<file path="src/rtl/fetch_prefetch_buf.sv">
`default_nettype none
// fetch_prefetch_buf: sequential-PC fetch stage with an in-order prefetch FIFO toward decode.
// Optional FETCH_PREFETCH_BYPASS_EN: zero-latency response bypass when the FIFO is empty.
module fetch_prefetch_buf #(
    parameter int unsigned          p_addr_bits = 32,
    parameter int unsigned          p_inst_bits = 32,
    parameter int unsigned          p_depth     = 4,
    parameter logic [p_addr_bits-1:0] p_rst_addr = '0
) (
    input  logic                   clk,
    input  logic                   rst,
    output logic                   mem_req_val,
    input  logic                   mem_req_rdy,
    output logic [p_addr_bits-1:0] mem_req_addr,
    input  logic                   mem_resp_val,
    input  logic [p_inst_bits-1:0] mem_resp_data,
    output logic                   d_val,
    input  logic                   d_rdy,
    output logic [p_addr_bits-1:0] d_pc,
    output logic [p_inst_bits-1:0] d_inst,
    input  logic                   squash,
    input  logic [p_addr_bits-1:0] branch_target
);
    localparam int unsigned PW = $clog2(p_depth);
    localparam int unsigned CW = PW + 1;
    localparam logic [CW:0] DEPTH_W = (CW+1)'(p_depth);

    logic [p_addr_bits-1:0] fetch_pc_q, fetch_pc_d;
    logic [CW-1:0]          inflight_q, inflight_d;
    logic [CW-1:0]          drop_cnt_q, drop_cnt_d;
    logic [CW-1:0]          count_q, count_d;
    logic [PW-1:0]          rd_ptr_q, rd_ptr_d, wr_ptr_q, wr_ptr_d;
    logic [PW-1:0]          tag_rd_q, tag_rd_d, tag_wr_q, tag_wr_d;

    logic [p_addr_bits-1:0] tag_mem_q  [p_depth];
    logic [p_addr_bits-1:0] pc_mem_q   [p_depth];
    logic [p_inst_bits-1:0] inst_mem_q [p_depth];

    logic req_fire, empty, resp_keep, resp_drop, bypass, deq_fire, push, pop;

    assign mem_req_val  = rst & ~squash & (({1'b0, count_q} + {1'b0, inflight_q}) < DEPTH_W);
    assign mem_req_addr = fetch_pc_q;
    assign req_fire     = mem_req_val & mem_req_rdy;
    assign empty        = (count_q == '0);
    assign resp_keep    = mem_resp_val & ~squash & (drop_cnt_q == '0);
    assign resp_drop    = mem_resp_val & ~squash & (drop_cnt_q != '0);

`ifdef FETCH_PREFETCH_BYPASS_EN
    assign bypass = rst & empty & (drop_cnt_q == '0) & mem_resp_val;
`else
    assign bypass = 1'b0;
`endif

    assign d_val    = ~empty | bypass;
    assign d_pc     = ~empty ? pc_mem_q[rd_ptr_q]   : (bypass ? tag_mem_q[tag_rd_q] : '0);
    assign d_inst   = ~empty ? inst_mem_q[rd_ptr_q] : (bypass ? mem_resp_data       : '0);
    assign deq_fire = d_val & d_rdy & ~squash;
    // A bypassed response consumed in the same cycle never occupies a FIFO slot.
    assign push     = resp_keep & ~(bypass & d_rdy);
    assign pop      = deq_fire & ~empty;

    always_comb begin
        fetch_pc_d = fetch_pc_q;
        inflight_d = inflight_q;
        drop_cnt_d = drop_cnt_q;
        count_d    = count_q;
        rd_ptr_d   = rd_ptr_q;
        wr_ptr_d   = wr_ptr_q;
        tag_rd_d   = tag_rd_q;
        tag_wr_d   = tag_wr_q;
        if (squash) begin
            // Everything still outstanding is stale; a response landing now is already discarded.
            fetch_pc_d = branch_target;
            inflight_d = inflight_q - CW'(mem_resp_val);
            drop_cnt_d = inflight_q - CW'(mem_resp_val);
            count_d    = '0;
            rd_ptr_d   = '0;
            wr_ptr_d   = '0;
            tag_rd_d   = '0;
            tag_wr_d   = '0;
        end else begin
            if (req_fire) begin
                fetch_pc_d = fetch_pc_q + p_addr_bits'(4);
                tag_wr_d   = tag_wr_q + PW'(1);
            end
            inflight_d = inflight_q + CW'(req_fire) - CW'(mem_resp_val);
            if (resp_drop) drop_cnt_d = drop_cnt_q - CW'(1);
            if (resp_keep) tag_rd_d = tag_rd_q + PW'(1);
            if (push) wr_ptr_d = wr_ptr_q + PW'(1);
            if (pop) rd_ptr_d = rd_ptr_q + PW'(1);
            count_d = count_q + CW'(push) - CW'(pop);
        end
    end

    always_ff @(posedge clk or negedge rst) begin
        if (!rst) begin
            fetch_pc_q <= p_rst_addr;
            inflight_q <= '0;
            drop_cnt_q <= '0;
            count_q    <= '0;
            rd_ptr_q   <= '0;
            wr_ptr_q   <= '0;
            tag_rd_q   <= '0;
            tag_wr_q   <= '0;
        end else begin
            fetch_pc_q <= fetch_pc_d;
            inflight_q <= inflight_d;
            drop_cnt_q <= drop_cnt_d;
            count_q    <= count_d;
            rd_ptr_q   <= rd_ptr_d;
            wr_ptr_q   <= wr_ptr_d;
            tag_rd_q   <= tag_rd_d;
            tag_wr_q   <= tag_wr_d;
        end
    end

    always_ff @(posedge clk) begin
        if (req_fire) tag_mem_q[tag_wr_q] <= fetch_pc_q;
        if (push) begin
            pc_mem_q[wr_ptr_q]   <= tag_mem_q[tag_rd_q];
            inst_mem_q[wr_ptr_q] <= mem_resp_data;
        end
    end

endmodule
`default_nettype wire

</file>
<file path="config.mk">
export PLATFORM = sky130hd
export DESIGN_NAME = fetch_prefetch_buf
export DESIGN_NICKNAME = d
export VERILOG_FILES = /design/src/rtl/fetch_prefetch_buf.sv
export SDC_FILE = /design/constraint.sdc
export NUM_CORES = 1
export LEC_CHECK = 0
export ABC_AREA = 1
export BUFFER_PORTS_ARGS = -buffer_cell sky130_fd_sc_hd__buf_2
export CELL_PAD_IN_SITES_DETAIL_PLACEMENT = 0
export CELL_PAD_IN_SITES_GLOBAL_PLACEMENT = 1
export CORE_ASPECT_RATIO = 0.8
export CORE_MARGIN = 3
export CORE_UTILIZATION = 40
export CTS_CLUSTER_DIAMETER = 120
export DETAILED_ROUTE_END_ITERATION = 7
export PLACE_DENSITY_LB_ADDON = 0.1
export SLEW_MARGIN = 30
export SYNTH_ARGS = -nofsm -noshare
export SYNTH_HDL_FRONTEND = slang
export SYNTH_SLANG_ARGS = --single-unit
export TNS_END_PERCENT = 30
</file>
<file path="constraint.sdc">
create_clock -name clk -period 4.86 [get_ports clk]
set_input_delay 0.729 -clock clk [delete_from_list [all_inputs] [get_ports clk]]
set_output_delay 0.729 -clock clk [all_outputs]
set_load 0.005 [all_outputs]
</file>
==> flow_summary.yaml <==
status:
  outcome: "finished, final reports clean"
floorplan:
  pin_count: 168
  initial_core_util_pct: 41.1
  core_area_um2: 43700
  die_h_um: 196
  num_rows: 68
  die_x_um: 243
  dieArea_um2: 47600
synth:
  synth_cell_type_count: 31
  syn_area_um2: 18000
  synth.yosys.seq_area_share_pct: 70.9
  synth_area_leaders: "edfxtp_1 64%, nor2_1 7.7%, dfrtp_1 6.8%, o21ai_0 5.8%, nand2_1 4.2%"
  syn_avg_cell_area_um2: 11.3
  synth_top_area_share_pct: 64.1
  synthCells: 1590
  yosysTopAreaCell: "edfxtp_1"
  yosys_warnings: 0
  synth_nets: 1681
  synth-seq-cells: 433
pwr:
  ir_drop_uv: 308
  leakage_nw: 7.86
  total_power_mw: 10.1
  pwr_density_cell_nw_per_um2: 482
timing:
  fin_crit_sh_pct: 77.8
  setup_tns_ns: 0
  drv_slew: 0
  worst_pin_slew_ns: 0.878
  clock_skew_ns: 0.0151
  fmax_ghz: 0.264
  finalHoldViolCount: 0
  period_needed_ns: 3.78
  rsz0062_at_grt: "no"
  setup_violations: 0
  slew_headroom_pct: 41.5
global_route:
  grt_pass1_wl_mm: 68.4
  gr-total-overflow: 0
  antenna_found_initial: 1
  grt_pass1_vias: 11700
  track_usage_pct: 18.3
  grt_max_degree: 68
detailed_routing:
  vias: 11900
  ant_nets: 0
  drtIter0Drc: 660
  dr.pass1.iters: 4
  routed_wl_mm: 43.7
  routedWlPerCell_um: 18.4
  viasPerCell: 4.99
  drc: 0
cells_and_area:
  final_common_cell: "edfxtp_1"
  regArea_um2: 12800
  fill_cells: 4093
  area_growth_pct: 16.5
  final_net_count: 1838
  final_cells: 2378
  multi_input_area_um2: 4630
  drive_above_1_share_pct: 16.2
  stdcell_area_um2: 21000
  mostFrequentLayoutCells: "384 x edfxtp_1, 359 x nor2_1, 208 x o21ai_0, 200 x nand2_1, 167 x buf_2"
  utilization_pct: 47.9
clock_network:
  postCtsHoldBufs: 0
  numClockSinks: 433
  cts_htree_levels: 2
  clockBufferDepth: 3
  post_cts_buffers: 0
  path_clk_slew_ns: 0.06
  cts_resized: 0
  cts_tree: "yes"
  clk_latency_ns: 0.56
  cts_buffers: 44
  cts-root-buf: "clkbuf_16"
place:
  dp_cells: 2296
  gp_congestion: 0.743
  dpl_cell_area_um2: 19500
  detailed_place_hpwl_mm: 25.7
  io_buffer_count: 167
worst_setup_path:
  cp.depth: 5
  rrSetupSlack_ns: 2.07
  path_cells: "inv_2 -> buf_4 -> o21ai_0 -> a21oi_1 -> buf_2"
  r2r_start: "inflight_q[2]"
  end_kind: "primary output"
  worstPathRequired_ns: 4.13
  cp_slowest_cell: "dfrtp_4"
  critPathKind: "flip-flop to primary output"
  critPathMaxFanout: 67
  r2r_end: "inflight_q[2]"
  start_kind: "flip-flop"
  crit_buf_inv: 3
  reg2reg_depth: 14
  slowest_delay_ns: 0.78
  crit_family: "buffers and inverters"
  arrival_ns: 3.05
min_path:
  hold_path.class: "input pin to asynchronous set/reset pin"
job:
  cap_viol_max_count: 0
## power by group
group          switching (mW)  internal (mW)  total, mW
Clock                    1.41           1.95       3.36
Sequential              0.299           4.38       4.68
Combinational            1.37          0.696       2.07
Total                    3.08           7.02       10.1
## Yosys cell counts (all sizes together)
cell type	instances
xor2	4
o22ai	32
clkinv	3
nor3	1
nand3	59
xnor2	5
a31oi	1
buf	43
a21oi	71
o21bai	4
nand2	203
o211ai	1
dfrtp	49
fa	2
edfxtp	384
ha	19
nand3b	3
clkbuf	39
or2	3
o21ai	211
nand4	1
inv	74
nor2	378
## sequential cells by signal, indices dropped and copies added, names as in the netlist, 3 cells and up
name	flops
mem_req_addr	32
tag_mem_q	128
count_q	3
drop_cnt_q	3
inflight_q	3
pc_mem_q	128
inst_mem_q	128
## worst register-to-register path, cell delays in order, from the launching register on
cell and delay (ns):
dfrtp_1 0.42, ha_1 0.30, nor2_1 0.10, nand2_1 0.08
nor2_2 0.14, nand2_1 0.06, buf_4 0.23, ha_1 0.32
inv_1 0.04, ha_1 0.18, fa_1 0.39, xnor2_1 0.19
xor2_1 0.15, nand2_1 0.06, nand2_1 0.06
## stage by stage
step | setup slack [ns] | hold WS, ns
global route | 0.838 | 0.298
floorplan | 0.589 | 0.433
finish | 1.08 | 0.296
CTS | 1.00 | 0.287
global placement | 1.62 | 0.540
detailed placement | 1.61 | 0.554
## worst max path at each step
stage	from	end	slack, ns
2_1_floorplan	squash	inst_mem_q[0][0]	0.59
3_3_place_gp	rd_ptr_q[0]	d_pc[18]	1.62
3_5_place_dp	rd_ptr_q[0]	d_pc[18]	1.61
4_1_cts	rd_ptr_q[0]	d_pc[18]	1.00
5_1_grt	rd_ptr_q[0]	d_pc[18]	0.84
6_report	rd_ptr_q[0]	d_pc[18]	1.08
## layer usage
layer	vias to the layer above	part of all wire, %	global-route usage, %	wire length, um
li1	5831	-	-	-
met1	5738	49	26.6	21300
met2	241	45	29.3	19800
met3	56	4.3	2.92	1860
met4	0	1.7	3.83	733
met5	-	0	0	0
## cell type report
class | instances | share of cell area [%]
antenna | 1 | 0.0119
clock buffer | 55 | 5.65
clock inverter | 26 | 1.18
inverter | 77 | 1.39
multi-input combinational | 998 | 22.1
sequential | 433 | 60.9
tap | 595 | 3.55
timing repair buffer | 193 | 5.22
## cells by family after synthesis
group,count (synthesis),share of synthesized area (%)
AND/OR/NAND/NOR,648,14.3
flip-flops,433,70.9
AO/OA/AOI/OAI,320,9.20
adder cells (fa/ha/maj),21,1.54
XOR/XNOR,9,0.438
buffers and inverters,159,3.58
No activity file was read; power rests on OpenSTA's default activity.
